File: src/rtl/laser_pkg.sv
// Shared types and helpers for the laser tower: screen geometry, packed
// coordinate accessors and the draw-frame state encoding.
package laser_pkg;

    localparam int SCREEN_W = 160;
    localparam int SCREEN_H = 120;

    localparam logic [8:0] COLOUR_BLACK = 9'h000;

    typedef enum logic [2:0] {
        IDLE,
        ERASE,
        SELECT,
        FIRE,
        DRAW,
        DONE
    } state_t;

    function automatic logic [7:0] coord_x(input logic [14:0] c);
        return c[14:7];
    endfunction

    function automatic logic [6:0] coord_y(input logic [14:0] c);
        return c[6:0];
    endfunction

    function automatic logic [14:0] pack_coord(input logic [7:0] x, input logic [6:0] y);
        return {x, y};
    endfunction

    // Absolute differences are taken before the add, so the 9-bit sum never wraps.
    function automatic logic [8:0] manhattan(input logic [14:0] a, input logic [14:0] b);
        logic [7:0] dx;
        logic [6:0] dy;
        dx = (coord_x(a) >= coord_x(b)) ? coord_x(a) - coord_x(b) : coord_x(b) - coord_x(a);
        dy = (coord_y(a) >= coord_y(b)) ? coord_y(a) - coord_y(b) : coord_y(b) - coord_y(a);
        return {1'b0, dx} + {2'b00, dy};
    endfunction

endpackage

File: src/rtl/laser_tower_if.sv
// Bundle between the car cluster / VGA chain (master) and the laser tower (slave).
interface laser_tower_if;

    logic        initiate;
    logic        start_laser_draw;
    logic [14:0] tower_coord;
    logic [14:0] car_0_coords;
    logic [14:0] car_1_coords;
    logic [14:0] car_2_coords;
    logic [14:0] car_3_coords;
    logic [3:0]  destroyed_cars;
    logic        laser_wren;
    logic [14:0] coord;
    logic [8:0]  colour;
    logic        laser_done_drawing;

    modport master (
        output initiate, start_laser_draw, tower_coord,
               car_0_coords, car_1_coords, car_2_coords, car_3_coords,
        input  destroyed_cars, laser_wren, coord, colour, laser_done_drawing
    );

    modport slave (
        input  initiate, start_laser_draw, tower_coord,
               car_0_coords, car_1_coords, car_2_coords, car_3_coords,
        output destroyed_cars, laser_wren, coord, colour, laser_done_drawing
    );

endinterface

File: src/rtl/laser_tower_flash_drawer.sv
// Square raster drawer: one start pulse latches origin/colour, then FLASH_SIZE^2
// pixels are emitted (x fastest) through registered, screen-clipped outputs.
module flash_drawer
    import laser_pkg::*;
#(
    parameter int FLASH_SIZE = 4
) (
    input  logic        clk,
    input  logic        resetn,
    input  logic        start,
    input  logic [14:0] origin,
    input  logic [8:0]  colour_in,
    output logic        done,
    output logic        wren,
    output logic [14:0] coord,
    output logic [8:0]  colour
);

    localparam int SW = (FLASH_SIZE > 1) ? $clog2(FLASH_SIZE) : 1;
    localparam logic [SW-1:0] LAST = SW'(FLASH_SIZE - 1);

    logic          busy;
    logic [SW-1:0] col;
    logic [SW-1:0] row;
    logic [7:0]    org_x;
    logic [6:0]    org_y;
    logic [8:0]    pix_colour;
    logic [8:0]    px;
    logic [7:0]    py;
    logic          on_screen;

    assign done = busy && (col == LAST) && (row == LAST);

    always_comb begin
        px        = {1'b0, org_x} + 9'(col);
        py        = {1'b0, org_y} + 8'(row);
        on_screen = (px < 9'(SCREEN_W)) && (py < 8'(SCREEN_H));
    end

    // Origin and colour are plain data, captured only on start.
    always_ff @(posedge clk) begin
        if (start && !busy) begin
            org_x      <= coord_x(origin);
            org_y      <= coord_y(origin);
            pix_colour <= colour_in;
        end
    end

    always_ff @(posedge clk or negedge resetn) begin
        if (!resetn) begin
            busy   <= 1'b0;
            col    <= '0;
            row    <= '0;
            wren   <= 1'b0;
            coord  <= '0;
            colour <= '0;
        end else begin
            if (start && !busy) begin
                busy <= 1'b1;
                col  <= '0;
                row  <= '0;
            end else if (busy) begin
                if (col == LAST) begin
                    col <= '0;
                    if (row == LAST) busy <= 1'b0;
                    else             row  <= row + 1'b1;
                end else begin
                    col <= col + 1'b1;
                end
            end

            // Off-screen pixels still consume a slot so frame timing never varies.
            if (busy && on_screen) begin
                wren   <= 1'b1;
                coord  <= pack_coord(px[7:0], py[6:0]);
                colour <= pix_colour;
            end else begin
                wren   <= 1'b0;
                coord  <= '0;
                colour <= '0;
            end
        end
    end

endmodule

File: src/rtl/laser_tower.sv
// Laser tower: targets the first live car in range, counts hits, and draws/erases
// a flash square in the VGA daisy chain. Optional multi-hit kills: TOWER_MULTI_HIT_EN.
module laser_tower
    import laser_pkg::*;
#(
    parameter int         RANGE           = 40,
    parameter int         COOLDOWN_FRAMES = 8,
    parameter int         FLASH_SIZE      = 4,
    parameter logic [8:0] LASER_COLOUR    = 9'h1C0
`ifdef TOWER_MULTI_HIT_EN
    ,
    parameter int         HITS_TO_KILL    = 3
`endif
) (
    input logic           clk,
    input logic           resetn,
    laser_tower_if.slave  tower
);

    state_t      state;
    logic        flash_valid;
    logic [7:0]  cooldown;
    logic [3:0]  destroyed;
    logic        done_q;
    logic [1:0]  target_idx;
    logic [14:0] target_coord;
    logic [14:0] flash_origin;
    logic [14:0] cars [4];
    logic        found;
    logic [1:0]  sel_idx;
    logic        draw_start;
    logic [14:0] draw_origin;
    logic [8:0]  draw_colour;
    logic        draw_done;
    logic        draw_wren;
    logic [14:0] draw_coord;
    logic [8:0]  draw_pix_colour;
`ifdef TOWER_MULTI_HIT_EN
    logic [2:0]  hits [4];
`endif

    assign cars[0] = tower.car_0_coords;
    assign cars[1] = tower.car_1_coords;
    assign cars[2] = tower.car_2_coords;
    assign cars[3] = tower.car_3_coords;

    // Walk downwards so the lowest qualifying index wins.
    always_comb begin
        found   = 1'b0;
        sel_idx = 2'd0;
        for (int i = 3; i >= 0; i--) begin
            if (!destroyed[i] && (cars[i] != 15'd0) &&
                (manhattan(cars[i], tower.tower_coord) <= 9'(RANGE))) begin
                found   = 1'b1;
                sel_idx = 2'(i);
            end
        end
    end

    always_comb begin
        draw_start  = ((state == IDLE) && tower.start_laser_draw && flash_valid) || (state == FIRE);
        draw_origin = (state == FIRE) ? target_coord : flash_origin;
        draw_colour = (state == FIRE) ? LASER_COLOUR : COLOUR_BLACK;
    end

    always_ff @(posedge clk) begin
        if (state == SELECT) target_coord <= cars[sel_idx];
        if (state == FIRE)   flash_origin <= target_coord;
    end

    always_ff @(posedge clk or negedge resetn) begin
        if (!resetn) begin
            state       <= IDLE;
            flash_valid <= 1'b0;
            cooldown    <= '0;
            destroyed   <= '0;
            done_q      <= 1'b0;
            target_idx  <= '0;
`ifdef TOWER_MULTI_HIT_EN
            for (int i = 0; i < 4; i++) hits[i] <= '0;
`endif
        end else begin
            done_q <= 1'b0;
            case (state)
                IDLE: begin
                    if (tower.start_laser_draw) state <= flash_valid ? ERASE : SELECT;
                end
                ERASE: begin
                    if (draw_done) state <= SELECT;
                end
                SELECT: begin
                    target_idx <= sel_idx;
                    if (tower.initiate && (cooldown == 8'd0) && found) begin
                        state <= FIRE;
                    end else begin
                        if (cooldown != 8'd0) cooldown <= cooldown - 8'd1;
                        flash_valid <= 1'b0;
                        state       <= DONE;
                        done_q      <= 1'b1;
                    end
                end
                FIRE: begin
`ifdef TOWER_MULTI_HIT_EN
                    hits[target_idx] <= hits[target_idx] + 3'd1;
                    if (3'(hits[target_idx] + 3'd1) == 3'(HITS_TO_KILL))
                        destroyed[target_idx] <= 1'b1;
`else
                    destroyed[target_idx] <= 1'b1;
`endif
                    cooldown    <= 8'(COOLDOWN_FRAMES);
                    flash_valid <= 1'b1;
                    state       <= DRAW;
                end
                DRAW: begin
                    if (draw_done) begin
                        state  <= DONE;
                        done_q <= 1'b1;
                    end
                end
                DONE: begin
                    state <= IDLE;
                end
                default: state <= IDLE;
            endcase

            // Game-state clear; the draw sequence itself is left to finish.
            if (!tower.initiate) begin
                destroyed <= '0;
                cooldown  <= '0;
`ifdef TOWER_MULTI_HIT_EN
                for (int i = 0; i < 4; i++) hits[i] <= '0;
`endif
            end
        end
    end

    flash_drawer #(
        .FLASH_SIZE (FLASH_SIZE)
    ) u_flash_drawer (
        .clk       (clk),
        .resetn    (resetn),
        .start     (draw_start),
        .origin    (draw_origin),
        .colour_in (draw_colour),
        .done      (draw_done),
        .wren      (draw_wren),
        .coord     (draw_coord),
        .colour    (draw_pix_colour)
    );

    assign tower.destroyed_cars     = destroyed;
    assign tower.laser_done_drawing = done_q;
    assign tower.laser_wren         = draw_wren;
    assign tower.coord              = draw_coord;
    assign tower.colour             = draw_pix_colour;

endmodule

File: src/flat_wrapper.sv
// flat-port wrapper written by rule: the top's interface ports become plain ports
module laser_tower_flat import laser_pkg::*;
#(
    parameter int         RANGE           = 40,
    parameter int         COOLDOWN_FRAMES = 8,
    parameter int         FLASH_SIZE      = 4,
    parameter logic [8:0] LASER_COLOUR    = 9'h1C0

)
  (clk, resetn, tower_initiate, tower_start_laser_draw, tower_tower_coord, tower_car_0_coords, tower_car_1_coords, tower_car_2_coords, tower_car_3_coords, tower_destroyed_cars, tower_laser_wren, tower_coord, tower_colour, tower_laser_done_drawing);
  laser_tower_if tower_i ();
  input logic clk;
  input logic resetn;
  input wire logic [$bits(tower_i.initiate)-1:0] tower_initiate;
  input wire logic [$bits(tower_i.start_laser_draw)-1:0] tower_start_laser_draw;
  input wire logic [$bits(tower_i.tower_coord)-1:0] tower_tower_coord;
  input wire logic [$bits(tower_i.car_0_coords)-1:0] tower_car_0_coords;
  input wire logic [$bits(tower_i.car_1_coords)-1:0] tower_car_1_coords;
  input wire logic [$bits(tower_i.car_2_coords)-1:0] tower_car_2_coords;
  input wire logic [$bits(tower_i.car_3_coords)-1:0] tower_car_3_coords;
  output wire logic [$bits(tower_i.destroyed_cars)-1:0] tower_destroyed_cars;
  output wire logic [$bits(tower_i.laser_wren)-1:0] tower_laser_wren;
  output wire logic [$bits(tower_i.coord)-1:0] tower_coord;
  output wire logic [$bits(tower_i.colour)-1:0] tower_colour;
  output wire logic [$bits(tower_i.laser_done_drawing)-1:0] tower_laser_done_drawing;
  assign tower_i.initiate = tower_initiate;
  assign tower_i.start_laser_draw = tower_start_laser_draw;
  assign tower_i.tower_coord = tower_tower_coord;
  assign tower_i.car_0_coords = tower_car_0_coords;
  assign tower_i.car_1_coords = tower_car_1_coords;
  assign tower_i.car_2_coords = tower_car_2_coords;
  assign tower_i.car_3_coords = tower_car_3_coords;
  assign tower_destroyed_cars = tower_i.destroyed_cars;
  assign tower_laser_wren = tower_i.laser_wren;
  assign tower_coord = tower_i.coord;
  assign tower_colour = tower_i.colour;
  assign tower_laser_done_drawing = tower_i.laser_done_drawing;
  laser_tower #(.RANGE(RANGE), .COOLDOWN_FRAMES(COOLDOWN_FRAMES), .FLASH_SIZE(FLASH_SIZE), .LASER_COLOUR(LASER_COLOUR)) u_core (.clk(clk), .resetn(resetn), .tower(tower_i));
endmodule
File: config.mk
export PLATFORM = sky130hd
export DESIGN_NAME = laser_tower_flat
export DESIGN_NICKNAME = d
export VERILOG_FILES = /design/src/rtl/laser_pkg.sv /design/src/rtl/laser_tower_if.sv /design/src/rtl/laser_tower_flash_drawer.sv /design/src/rtl/laser_tower.sv /design/src/flat_wrapper.sv
export SDC_FILE = /design/constraint.sdc
export NUM_CORES = 1
export LEC_CHECK = 0
export BUFFER_PORTS_ARGS = -buffer_cell sky130_fd_sc_hd__buf_2
export CAP_MARGIN = 20
export CORE_UTILIZATION = 40
export CTS_CLUSTER_DIAMETER = 150
export DETAILED_ROUTE_END_ITERATION = 10
export PLACE_DENSITY = 0.56
export SKIP_LAST_GASP = 1
export SYNTH_ARGS = -nofsm -noshare
export SYNTH_HDL_FRONTEND = slang
export SYNTH_SLANG_ARGS = --single-unit
File: constraint.sdc
create_clock -name clk -period 4.9 [get_ports clk]
set_clock_uncertainty 0.2 [all_clocks]
set_input_delay 0.245 -clock clk [delete_from_list [all_inputs] [get_ports clk]]
set_output_delay 0.245 -clock clk [all_outputs]
set_load 0.005 [all_outputs]
---- Yosys cells after proc, flatten, opt, wreduce, memory -nomap -nowiden ----
Cells that the tools add are included.
word-level totals
  register bits after elaboration ......... 103
  input port bits ......................... 79
  output and inout port bits .............. 30
  logic and storage cells ................. 168
operators by class
  $add $sub $neg .......................... 25
  order comparisons ....................... 17
  equal/unequal tests ..................... 15
  muxes and demuxes ....................... 54
  bitwise operators ....................... 2
  reductions and logical operators ........ 38
operators with widths
  operator                                                                       number
  8-bit subtractor                                                               8
  15-bit 2-to-1 mux                                                              4
  15-bit nonzero test                                                            4
  8-bit 2-to-1 mux                                                               7
  7-bit subtractor                                                               8
  8-bit by 7-bit adder with 9-bit output                                         4
  9-bit by 6-bit <= comparator with 1-bit output (second input constant)         4
  8-bit greater-or-equal comparator                                              4
  15-bit binary-select mux with 2-bit select                                     1
  7-bit greater-or-equal comparator                                              4
  7-bit 2-to-1 mux                                                               4
  2-bit 2-to-1 mux                                                               12
  1-bit logical AND                                                              18
  9-bit 2-to-1 mux                                                               2
  8-bit one-hot mux with 2 select lines                                          1
  3-bit one-hot mux with 5 select lines                                          1
  1-bit 2-to-1 mux                                                               13
  3-bit 2-to-1 mux                                                               4
  8-bit by 2-bit adder with 9-bit output                                         1
  9-bit by 8-bit less-than comparator with 1-bit output (second input constant)  1
  3-bit AND reduction                                                            3
  7-bit by 2-bit adder with 8-bit output                                         1
  8-bit logical NOT                                                              1
  8-bit by 7-bit less-than comparator with 1-bit output (second input constant)  1
  other kinds (24)                                                               40

---- Depth between registers and ports, before layout ----
Gate-level depths: netlist of the first run.
  depth in word-level cells ............... 13
  mapped depth ............................ 24

---- Cells and area by module ----
From an unflattened synthesis of the first run, not the netlist that was laid out.
unflattened totals
  cell total of the unflattened synthesis .. 1162
  area, all modules ....................... 10601.4 µm²
by module, submodules not included
  module        instances  cells each  area each (µm²)  seq. area each (µm²)
  laser_tower   1          1007        8289.2           1226.2
  flash_drawer  1          155         2312.2           1471.4

---- Least setup slack after synthesis of the first run ----
No wires, ideal clock.
  path type ............................... input to register
  from .................................... in tower_car_0_coords[7]
  to ...................................... reg u_core.target_coord[10], data pin
  setup time .............................. 0.272 ns
  arrival ................................. 4.658 ns
  path slack .............................. -0.231 ns
  cell stages on the path ................. 19
  path buffers ............................ 2
  cells stage by stage .................... inv_1 -> ha_1 -> inv_1 -> fa_1 -> a21o_1 -> a21o_1 -> a221oi_4 -> mux2_2 -> fa_1 -> a211o_1 -> a211o_1 -> o221a_2 -> a2111oi_0 -> mux2i_1 -> o41ai_1 -> nand2b_1 -> buf_6 -> buf_6 -> mux4_2
on the way
  word-level cells in the longest chain between the ends .. 10
  elaborated cells on any way between the ends .. 14
  classes of those cells .................. add/sub (3); order compare (2); mux (5); bitwise (1); reduce/logical (3)
ends and longest elaborated chain
  item                                                                   line                RTL
  from (decl)                                                            flat_wrapper.sv:17  input wire logic [$bits(tower_i.car_0_coords)-1:0] tower_car_0_coords;
  8-bit subtractor or 8-bit greater-or-equal comparator (tied branches)  laser_pkg.sv:35     dx = (coord_x(a) >= coord_x(b)) ? coord_x(a) - coord_x(b) : coord_x(b) - coord_x(a);
  8-bit 2-to-1 mux                                                       laser_pkg.sv:35
  8-bit by 7-bit adder with 9-bit output                                 laser_pkg.sv:37     return {1'b0, dx} + {2'b00, dy};
  9-bit by 6-bit <= comparator with 1-bit output                         laser_tower.sv:53   (manhattan(cars[i], tower.tower_coord) <= 9'(RANGE))) begin
  1-bit logical AND (*)                                                  laser_tower.sv:52   if (!destroyed[i] && (cars[i] != 15'd0) &&
  2-bit 2-to-1 mux (*)                                                   laser_tower.sv:52
  2-bit NOT with 3-bit output (not written as such) (*)                  laser_tower.sv:67   if (state == SELECT) target_coord <= cars[sel_idx];
  15-bit binary-select mux with 2-bit select (*)                         laser_tower.sv:67
  15-bit 2-to-1 mux (not written as such) (*) (2 in a row)               laser_tower.sv:67
  to (signal assigned)                                                   laser_tower.sv:67
  to (decl)                                                              laser_tower.sv:26   logic [14:0] target_coord;
Every way passes the cells marked *; elsewhere a longest branch is shown, timed or not. The select of a mux whose other input is x is not followed.
A chain may end at the register's enable or synchronous reset.

---- Worst setup path in the final report of the first run ----
  from .................................... in tower_car_0_coords[7]
  to ...................................... reg u_core.target_coord[12], data pin
The elaborated chain is that of the path after synthesis.

==> results of run 1 <==
==> through the flow <==
step	std cells	worst slack, ns	instance area (sq um)	setup TNS [ns]
6_report	1777	-0.102	13200	-1.30
5_1_grt	1775	-0.274	13200	-3.93
4_1_cts	1764	0.000576	12900	0
3_5_place_dp	1745	-0.566	12600	-8.89
3_3_place_gp	1745	-0.482	12600	-7.94
2_1_floorplan	1106	-0.0722	9910	-0.650
==> cell type report <==
cell class	count	area (sq um)	area share, %
inverter	115	438	3.33
clock buffer	9	225	1.71
timing repair buffer	365	2580	19.6
clock inverter	7	75.1	0.570
sequential	87	2260	17.2
multi-input combinational	868	7170	54.5
tap	324	405	3.08
antenna	2	5.00	0.0380
==> cell usage in the layout (no fill, tap or decap), types with 38 or more instances in the layout <==
cell / synthesis / routed
a21o_1: 38 / 38
a21oi_1: 58 / 57
buf_2: 1 / 99
buf_4: 9 / 256
dfrtp_1: 41 / 41
ha_1: 147 / 146
inv_1: 115 / 112
nand2_1: 112 / 110
nor2_1: 51 / 51
xnor2_1: 38 / 38
==> repair_timing <==
item	in CTS	in global routing
endpoints found under the hold margin	41	0
pin swaps	2	15
gates cloned	0	1
hold buffers	1	0
gates resized for setup	10	29
setup endpoints to repair	15	19
buffers inserted	2	10
==> synthesized netlist by cell type (6+ instances only) <==
cell type  count
a31oi_1       19
and3_1         6
a21oi_1       58
or3_1          7
o21a_1         9
inv_1        115
nand2_1      112
nor2b_1       12
nand4_1       17
xnor2_1       38
mux4_2        15
mux2_2        21
dfrtp_1       41
and2_1        13
dfxtp_1       15
nor2_1        51
nor3_1        20
clkbuf_1      22
xor2_1        24
ha_1         147
nand3_1       25
a211o_1        6
a21o_1        38
nor3b_1        6
a221oi_1       9
a211oi_1      16
o21ai_0       38
nand2b_1       8
mux2i_1       36
buf_4          9
edfxtp_1      31
fa_1          22
nor4_1        16
==> final timing paths <==
kind	start	endpoint	depth (start not counted)
max	tower_car_0_coords[7]	u_core.target_coord[12]	21
min	tower_initiate	u_core.tower.destroyed_cars[2]	2
max reg2reg	u_core.tower.destroyed_cars[0]	u_core.target_coord[12]	9
min reg2reg	u_core.flash_origin[12]	u_core.flash_origin[12]	2
max in group asynchronous	resetn	u_core.u_flash_drawer.coord[8]	2
min in group asynchronous	resetn	u_core.cooldown[2]	2
==> registers in the layout (all words and copies together), names as in the netlist, 2 cells and up <==
register and count:
u_core.u_flash_drawer.org_x 8, u_core.tower.destroyed_cars 4, u_core.u_flash_drawer.coord 15, u_core.state 3, u_core.flash_origin 15, u_core.u_flash_drawer.col 2, u_core.u_flash_drawer.row 2, u_core.target_coord 15
u_core.target_idx 2, u_core.u_flash_drawer.org_y 7, u_core.cooldown 8
==> routing by layer <==
layer | vias to the layer above | global-route usage [%] | wire length (microns)
li1 | 4634 | - | -
met1 | 4381 | 31.5 | 13700
met2 | 209 | 45.7 | 15400
met3 | 44 | 2.89 | 1340
met4 | 6 | 6.08 | 760
met5 | - | 0 | 38
==> cells by family (layout without fill, tap and decap cells) <==
group           count (synthesis)  after routing
simple gates                  311            311
compound gates                248            248
fa+ha+maj                     169            169
buf+inv                       151            496
flops                          87             87
mux                            72             72
xor+xnor                       62             62
other cells                     1              8
==> power breakdown <==
group	internal (mW)	switching, mW
clock network	0.362	0.322
logic	1.59	1.52
registers	1.03	0.149
==> critical path, delay by kind of cell <==
| family | cells | cell delay (ns) |
|---|---|---|
| buffers and inverters | 6 | 0.61 |
| adder cells (fa/ha/maj) | 3 | 0.74 |
| AND/OR/NAND/NOR | 1 | 0.24 |
| multiplexers | 3 | 0.96 |
| AO/OA/AOI/OAI | 8 | 2.09 |
==> results_dict.tcl, run 1 <==
set metrics [dict create \
    p_total_mw 4.98 \
    final_nets 1694 \
    powerDensity_mw_per_mm2 378 \
    die_h_microns 159 \
    grt_overflow_total 0 \
    antenna_found_initial 4 \
    synthCells 1101 \
    ys_top_cells_by_area "ha_1, dfrtp_1, edfxtp_1" \
    synth_top_area_share_pct 18.7 \
    path_max_fanout 7 \
    synthDistinctLibCells 76 \
    hold_ws_ns 0.0199 \
    cp-start-kind "input pin" \
    vdd_drop_max_mv 0.240 \
    htree_num_levels 3 \
    cp_slowest_stage_delay_ns 0.49 \
    yosys_warnings 0 \
    synth-main-ff-cell "dfrtp_1" \
    rsz0062_at_grt "true" \
    worstPathArrival_ns 4.89 \
    fin_util_pct 54.3 \
    cts.sinks 87 \
    syn_to_final_growth_pct 33.5 \
    gp_congestion 0.936 \
    hpwl_microns 26700 \
    via_count 9274 \
    synth_top_family_by_area "adder cells" \
    synthMuxAreaShare_pct 9.48 \
    synth_edf_count 31 \
    finalCritPeriodShare_pct 102 \
    crit_required_ns 4.78 \
    r2r_slack_ns 2.06 \
    ant_nets 0 \
    violations "negative setup slack" \
    worstPathCellList "buf_8 > inv_4 > ha_4 > inv_2 > fa_2 > a21o_1 > a21o_1 > a221oi_4 > buf_6 > buf_4 > mux2_4 > ha_1 > a211oi_1 > o21bai_1 > o221a_4 > a2111oi_4 > mux2i_4 > o41ai_4 > nand2b_4 > clkbuf_16 > mux4_2" \
    max_freq_mhz 200 \
    status "finished with violations" \
    rows 57 \
    setup_viol_count_final 15 \
    path_class "input pin to flop" \
    grt_pass1_wl_microns 49900 \
    synth_xor_area_share_pct 5.51 \
    first_pass_iters 4 \
    ios 109 \
    cts_buffers 9 \
    post-route-min-period_ns 5.00 \
    drc 0 \
    wire_per_inst_microns 17.6 \
    grtUsageTotal_pct 25.1 \
    grt_pass1_vias 9302 \
    drt-total-wl_microns 31300 \
    via_per_inst 5.22 \
    endpoint_kind "flop" \
    start_util_pct 40.7 \
    clk_root_buffer_cell "clkbuf_16" \
    yosysTopAreaCell "ha_1" \
    die_w_microns 159 \
    core-area_sq_mm 0.0242 \
    synth_area_sq_mm 0.00986 \
    first_iter_violations 489 \
    async_reset_ff_share_pct 47.1 \
    hp-class "input pin to flop" \
    ys_seq_elements 87 \
    insertion_delay_ns 0.34 \
    slew_violations 0 \
    ys_seq_area_share_pct 22.9 \
    leakage_nw 6.70 \
    fill_cells 2305 \
    hold_viol 0 \
    cpMaxStageDelayCell "mux4_2" \
    clock_path_buffers 2 \
    io_buffers 102 \
    cp_common_cell "a21o_1" \
    clk_pin_slew_ns 0.07 \
    die_area_sq_mm 0.0253 \
    synth_compound_area_share_pct 17.3 \
    synthSimpleGateAreaFrac_pct 15.4 \
    cts_tree "built" \
    drv_cap 0 \
    yosys.area_share.adder_pct 23.1 \
    grt_max_degree 42 \
    slew_headroom_pct 39.5 \
    worstMarginPinSlew_ns 0.907 \
    worst_slack_ns -0.102 \
    drive_gt1_share_pct 31.6 \
    syn_area_per_cell_sq_um 8.95 \
]
Note: power is estimated with default switching activity, not from simulation.
==> inputs of run 2 (changes only) <==
--- a/config.mk
+++ b/config.mk
@@ -10,6 +10,7 @@
 export CORE_UTILIZATION = 40
 export CTS_CLUSTER_DIAMETER = 150
 export DETAILED_ROUTE_END_ITERATION = 10
+export MAX_ROUTING_LAYER = met4
 export PLACE_DENSITY = 0.56
 export SKIP_LAST_GASP = 1
 export SYNTH_ARGS = -nofsm -noshare
==> results_dict.tcl, run 2 (same netlist as run 1, synthesis figures left out) <==
set metrics [dict create \
    antenna_found_initial 2 \
    via_per_inst 5.28 \
    htree_num_levels 3 \
    core-area_sq_mm 0.0242 \
    p_seq_share_pct 24.1 \
    path_class "input pin to flop" \
    die_h_microns 159 \
    r2r_start "u_core.tower.destroyed_cars[0]" \
    leakage_nw 6.66 \
    reg2reg_to "u_core.target_coord[12]" \
    die_area_sq_mm 0.0253 \
    rsz0062_at_grt "true" \
    syn_to_final_growth_pct 32.8 \
    via_count 9311 \
    fill_cells 2320 \
    io_buffers 102 \
    first_iter_violations 640 \
    grt_overflow_total 0 \
    cts_buffers 9 \
    seq_area_sq_mm 0.00226 \
    hold-path-cell-count 2 \
    grtUsageTotal_pct 26.1 \
    rows 57 \
    final_nets 1682 \
    final_common_cell "buf_4" \
    multi_input_area_sq_mm 0.00721 \
    slew_headroom_pct 39.7 \
    drt-total-wl_microns 31300 \
    worstMarginPinSlew_ns 0.904 \
    cts.sinks 87 \
    worst_slack_ns -0.0396 \
    finalCritPeriodShare_pct 101 \
    grt_pass1_wl_microns 50100 \
    placed_area_sq_mm 0.0125 \
    first_pass_iters 5 \
    drive_gt1_share_pct 31.2 \
    cts_tree "built" \
    p_int_mw 2.98 \
    comb_power_share_pct 62.1 \
    drv_cap 0 \
    die_w_microns 159 \
    pwr-share-clk_pct 13.8 \
    ant_nets 0 \
    clk_root_buffer_cell "clkbuf_16" \
    hp-class "input pin to flop" \
    crit_required_ns 4.79 \
    hold_ws_ns 0.00678 \
    drc 0 \
    endpoint_kind "flop" \
    tns_ns -0.319 \
    cp-startpoint "tower_car_0_coords[7]" \
    fin_util_pct 54.0 \
    final_cell_mix "buf_4, ha_1, inv_1, nand2_1, buf_2" \
    clock_path_buffers 2 \
    max_freq_mhz 202 \
    start_util_pct 40.7 \
    cp-start-kind "input pin" \
    worstRegToRegCells 8 \
    ios 109 \
    wire_per_inst_microns 17.8 \
    clk_pin_slew_ns 0.07 \
    r2r_slack_ns 2.06 \
    min_from "tower_initiate" \
    swShare_pct 39.9 \
    top_regs "u_core.flash_origin (15), u_core.target_coord (15), u_core.u_flash_drawer.coord (15)" \
    hpwl_microns 27000 \
    post-route-min-period_ns 4.94 \
    violations "negative setup slack" \
    vdd_drop_max_mv 0.197 \
    finalInstanceArea_sq_mm 0.0131 \
    worstPathArrival_ns 4.83 \
    powerDensity_mw_per_mm2 379 \
    setup_viol_count_final 14 \
    path_max_fanout 8 \
    slew_violations 0 \
    p_sw_mw 1.98 \
    min_to "u_core.tower.destroyed_cars[0]" \
    hold_viol 0 \
    insertion_delay_ns 0.35 \
    grt_max_degree 42 \
    gp_congestion 0.985 \
    status "finished with violations" \
    p_total_mw 4.96 \
    grt_pass1_vias 9586 \
]
==> run 2: cell type report <==
type	count	area share, %
Sequential cell	87	17.2
Clock inverter	6	0.373
Multi-Input combinational cell	868	55.1
Timing Repair Buffer	353	18.9
Inverter	115	3.32
Tap cell	324	3.10
Clock buffer	10	1.91
Antenna cell	2	0.0382
==> run 2: how the worst max path moves through the flow <==
stage / cells past startpoint / slack [ns] / endpoint
after floorplan: 20 / -0.07 / u_core.target_coord[10]
after global placement: 24 / -0.42 / u_core.target_coord[11]
after detailed placement: 23 / -0.52 / u_core.target_coord[12]
after CTS: 24 / 0.02 / u_core.target_coord[2]
after global routing: 24 / -0.28 / u_core.target_coord[3]
final: 21 / -0.04 / u_core.target_coord[12]
==> run 2: worst max-delay path: stages <==
cell       delay (ns)
buf_8            0.10
inv_4            0.04
ha_4             0.12
inv_2            0.04
fa_2             0.38
a21o_1           0.17
a21o_1           0.20
a221oi_4         0.32
buf_6            0.15
buf_4            0.10
mux2_4           0.31
fa_2             0.39
a211o_1          0.29
a211o_1          0.26
o221a_2          0.15
a2111oi_4        0.38
mux2i_4          0.17
o41ai_4          0.09
nand2b_4         0.24
buf_12           0.15
mux4_2           0.51
==> run 2: timing repair <==
item	4_1_cts	5_1_grt
hold endpoints to repair	41	0
endpoints found under the setup margin	15	19
hold buffers	1	0
gates cloned	1	0
buffers inserted	1	2
resized for setup	15	33
pin swaps	3	15
==> run 2: through the flow <==
step                worst slack (ns)  instances
global placement              -0.415       1743
global route                  -0.278       1765
floorplan                    -0.0722       1106
finish                       -0.0396       1765
detailed placement            -0.516       1743
CTS                           0.0180       1761
==> run 2: routing by layer <==
| metal | part of all wire, % | track usage [%] | wire length (microns) |
|---|---|---|---|
| met3 | 4.6 | 3.57 | 1440 |
| met4 | 4.3 | 11.1 | 1360 |
| met5 | 0 | - | 0 |
| met1 | 43 | 30.9 | 13500 |
| met2 | 48 | 44.5 | 15000 |
==> run 2: power groups by stage <==
stage          clock network, mW  registers [mW]  logic [mW]
2_1_floorplan                  0            1.14        1.88
3_3_place_gp                   0            1.20        2.82
3_5_place_dp                   0            1.20        2.84
4_1_cts                    0.698            1.19        2.99
5_1_grt                    0.730            1.22        3.39
6_report                   0.685            1.19        3.08
==> inputs of run 3 (changes only) <==
--- a/config.mk
+++ b/config.mk
@@ -7,11 +7,11 @@
 export LEC_CHECK = 0
 export BUFFER_PORTS_ARGS = -buffer_cell sky130_fd_sc_hd__buf_2
 export CAP_MARGIN = 20
-export CORE_UTILIZATION = 40
+export CORE_UTILIZATION = 61
 export CTS_CLUSTER_DIAMETER = 150
 export DETAILED_ROUTE_END_ITERATION = 10
 export MAX_ROUTING_LAYER = met4
-export PLACE_DENSITY = 0.56
+export PLACE_DENSITY = 0.81
 export SKIP_LAST_GASP = 1
 export SYNTH_ARGS = -nofsm -noshare
 export SYNTH_HDL_FRONTEND = slang
==> constraint.sdc (replaced) <==
create_clock -name clk -period 5.5 [get_ports clk]
set_clock_uncertainty 0.2 [all_clocks]
set_input_delay 0.275 -clock clk [delete_from_list [all_inputs] [get_ports clk]]
set_output_delay 0.275 -clock clk [all_outputs]
set_load 0.005 [all_outputs]
==> results_dict.tcl, run 3 (same netlist as run 1, synthesis figures left out) <==
set metrics [dict create \
    hp-class "input pin to flop" \
    multi_input_area_sq_mm 0.00702 \
    grt_overflow_total 0 \
    worstPathCellList "buf_2 > inv_1 > ha_1 > inv_1 > fa_1 > a21o_1 > a21o_1 > a221oi_4 > buf_4 > mux2_2 > ha_1 > a211oi_1 > o32a_1 > o2bb2ai_1 > a221oi_1 > mux2i_1 > o21ai_1 > nand2b_2 > buf_12 > mux4_2" \
    path_max_fanout 12 \
    antenna_found_initial 0 \
    placed_area_sq_mm 0.0108 \
    p_sw_mw 1.59 \
    syn_to_final_growth_pct 13.0 \
    gp_congestion 1.08 \
    use_met2_pct 57.8 \
    via_per_inst 6.11 \
    path_class "input pin to flop" \
    die_area_sq_mm 0.0167 \
    hold_ws_ns 0.0397 \
    cts_tree "built" \
    fill_cells 1262 \
    setup_viol_count_final 0 \
    grt_max_degree 42 \
    die_w_microns 129 \
    io_buffers 102 \
    drv_cap 0 \
    drc 0 \
    cp-start-kind "input pin" \
    swShare_pct 40.8 \
    first_pass_iters 7 \
    final_cell_mix "ha_1, inv_1, nand2_1, buf_2, a21oi_1" \
    grt_pass1_vias 8633 \
    rows 46 \
    grt_use_met1_pct 40.7 \
    cp_slowest_stage_delay_ns 0.54 \
    max_freq_mhz 190 \
    die_h_microns 129 \
    clk_pin_slew_ns 0.06 \
    stdcell_count 1451 \
    p_int_mw 2.31 \
    grtUsageTotal_pct 35.1 \
    via_count 8863 \
    finalInstanceArea_sq_mm 0.0111 \
    worst_slack_ns 0.244 \
    htree_num_levels 3 \
    r2r_slack_ns 2.58 \
    cpMaxStageDelayCell "a211oi_1" \
    ant_nets 0 \
    cts.sinks 87 \
    diodes 0 \
    seq_area_sq_mm 0.00226 \
    vdd_drop_max_mv 0.233 \
    top_regs "u_core.flash_origin (15), u_core.target_coord (15), u_core.u_flash_drawer.coord (15)" \
    core-area_sq_mm 0.0158 \
    grt_most_used_layer "met2" \
    ios 109 \
    insertion_delay_ns 0.35 \
    start_util_pct 62.3 \
    hpwl_microns 22500 \
    dp_cells 1433 \
    drt-total-wl_microns 27300 \
    grt_pass1_wl_microns 43500 \
    clock_path_buffers 2 \
    final_nets 1478 \
    hold_viol 0 \
    status "finished clean" \
    wire_per_inst_microns 18.8 \
    final_common_cell "ha_1" \
    finalCritPeriodShare_pct 95.6 \
    first_iter_violations 700 \
    slew_violations 0 \
    place_ws_ns -0.0141 \
    drive_gt1_share_pct 17.6 \
    endpoint_kind "flop" \
    clk_root_buffer_cell "clkbuf_16" \
    comb_power_share_pct 57.7 \
    p_seq_share_pct 27.2 \
    slew_headroom_pct 41.5 \
    powerDensity_mw_per_mm2 350 \
    crit_required_ns 5.39 \
    rsz0062_at_grt "false" \
    leakage_nw 5.59 \
    pwr-share-clk_pct 15.2 \
    post-route-min-period_ns 5.26 \
    cts_buffers 9 \
    grtUsageMet3_pct 4.62 \
    worstPathArrival_ns 5.14 \
    worstMarginPinSlew_ns 0.878 \
]
[run 3: critical path: cells and delay by family]
kind | cells | cell delay (ns)
compound gates | 8 | 2.00
fa+ha+maj | 3 | 0.90
buf+inv | 5 | 0.64
mux | 3 | 1.15
simple gates | 1 | 0.16
[run 3: path summary, 6_finish.rpt]
path	startpoint	endpoint	cells after the start
worst max-delay path	tower_car_3_coords[7]	u_core.target_coord[6]	20
worst min register to register	u_core.flash_origin[12]	u_core.flash_origin[12]	2
max in group asynchronous	resetn	u_core.u_flash_drawer.coord[7]	2
worst max register to register	u_core.tower.destroyed_cars[0]	u_core.target_coord[6]	8
min in group asynchronous	resetn	u_core.state[1]	2
worst min-delay path	tower_initiate	u_core.tower.destroyed_cars[2]	2
[run 3: metrics by stage]
stage | util (%) | setup TNS [ns] | power [mW]
2_1_floorplan | - | 0 | 2.67
6_report | 70.4 | 0 | 3.90
3_3_place_gp | 68.4 | 0 | 3.18
3_5_place_dp | 68.4 | -0.0193 | 3.26
5_1_grt | 70.4 | 0 | 4.20
4_1_cts | 70.3 | 0 | 3.87
[run 3: area by class of cell]
cell class / instances / share of cell area [%]
clock inverters: 5 / 0.348
inverters: 115 / 3.87
multi-input cells: 868 / 63.0
flip-flops and latches: 87 / 20.3
clock buffers: 11 / 2.27
well taps: 216 / 2.43
repair buffers: 149 / 7.88
[run 3: power groups by stage]
| stage | Sequential, mW | Combinational, mW | Clock (mW) |
|---|---|---|---|
| 6_report | 1.06 | 2.25 | 0.592 |
| 5_1_grt | 1.09 | 2.49 | 0.620 |
| 4_1_cts | 1.06 | 2.21 | 0.597 |
| 3_5_place_dp | 1.07 | 2.20 | 0 |
| 3_3_place_gp | 1.06 | 2.12 | 0 |
| 2_1_floorplan | 1.02 | 1.65 | 0 |
[run 3: per-layer routing]
| metal | wire length (microns) | part of all wire (%) |
|---|---|---|
| met1 | 10900 | 40 |
| met2 | 12900 | 47 |
| met3 | 1750 | 6.4 |
| met4 | 1690 | 6.2 |
| met5 | 0 | 0 |
[run 3: repair_timing]
| item | CTS | global route |
|---|---|---|
| resized for setup | 0 | 4 |
| setup endpoints to repair | 0 | 15 |
| hold buffers | 1 | 0 |
| hold endpoints to repair | 41 | 0 |
| buffers inserted | 0 | 1 |
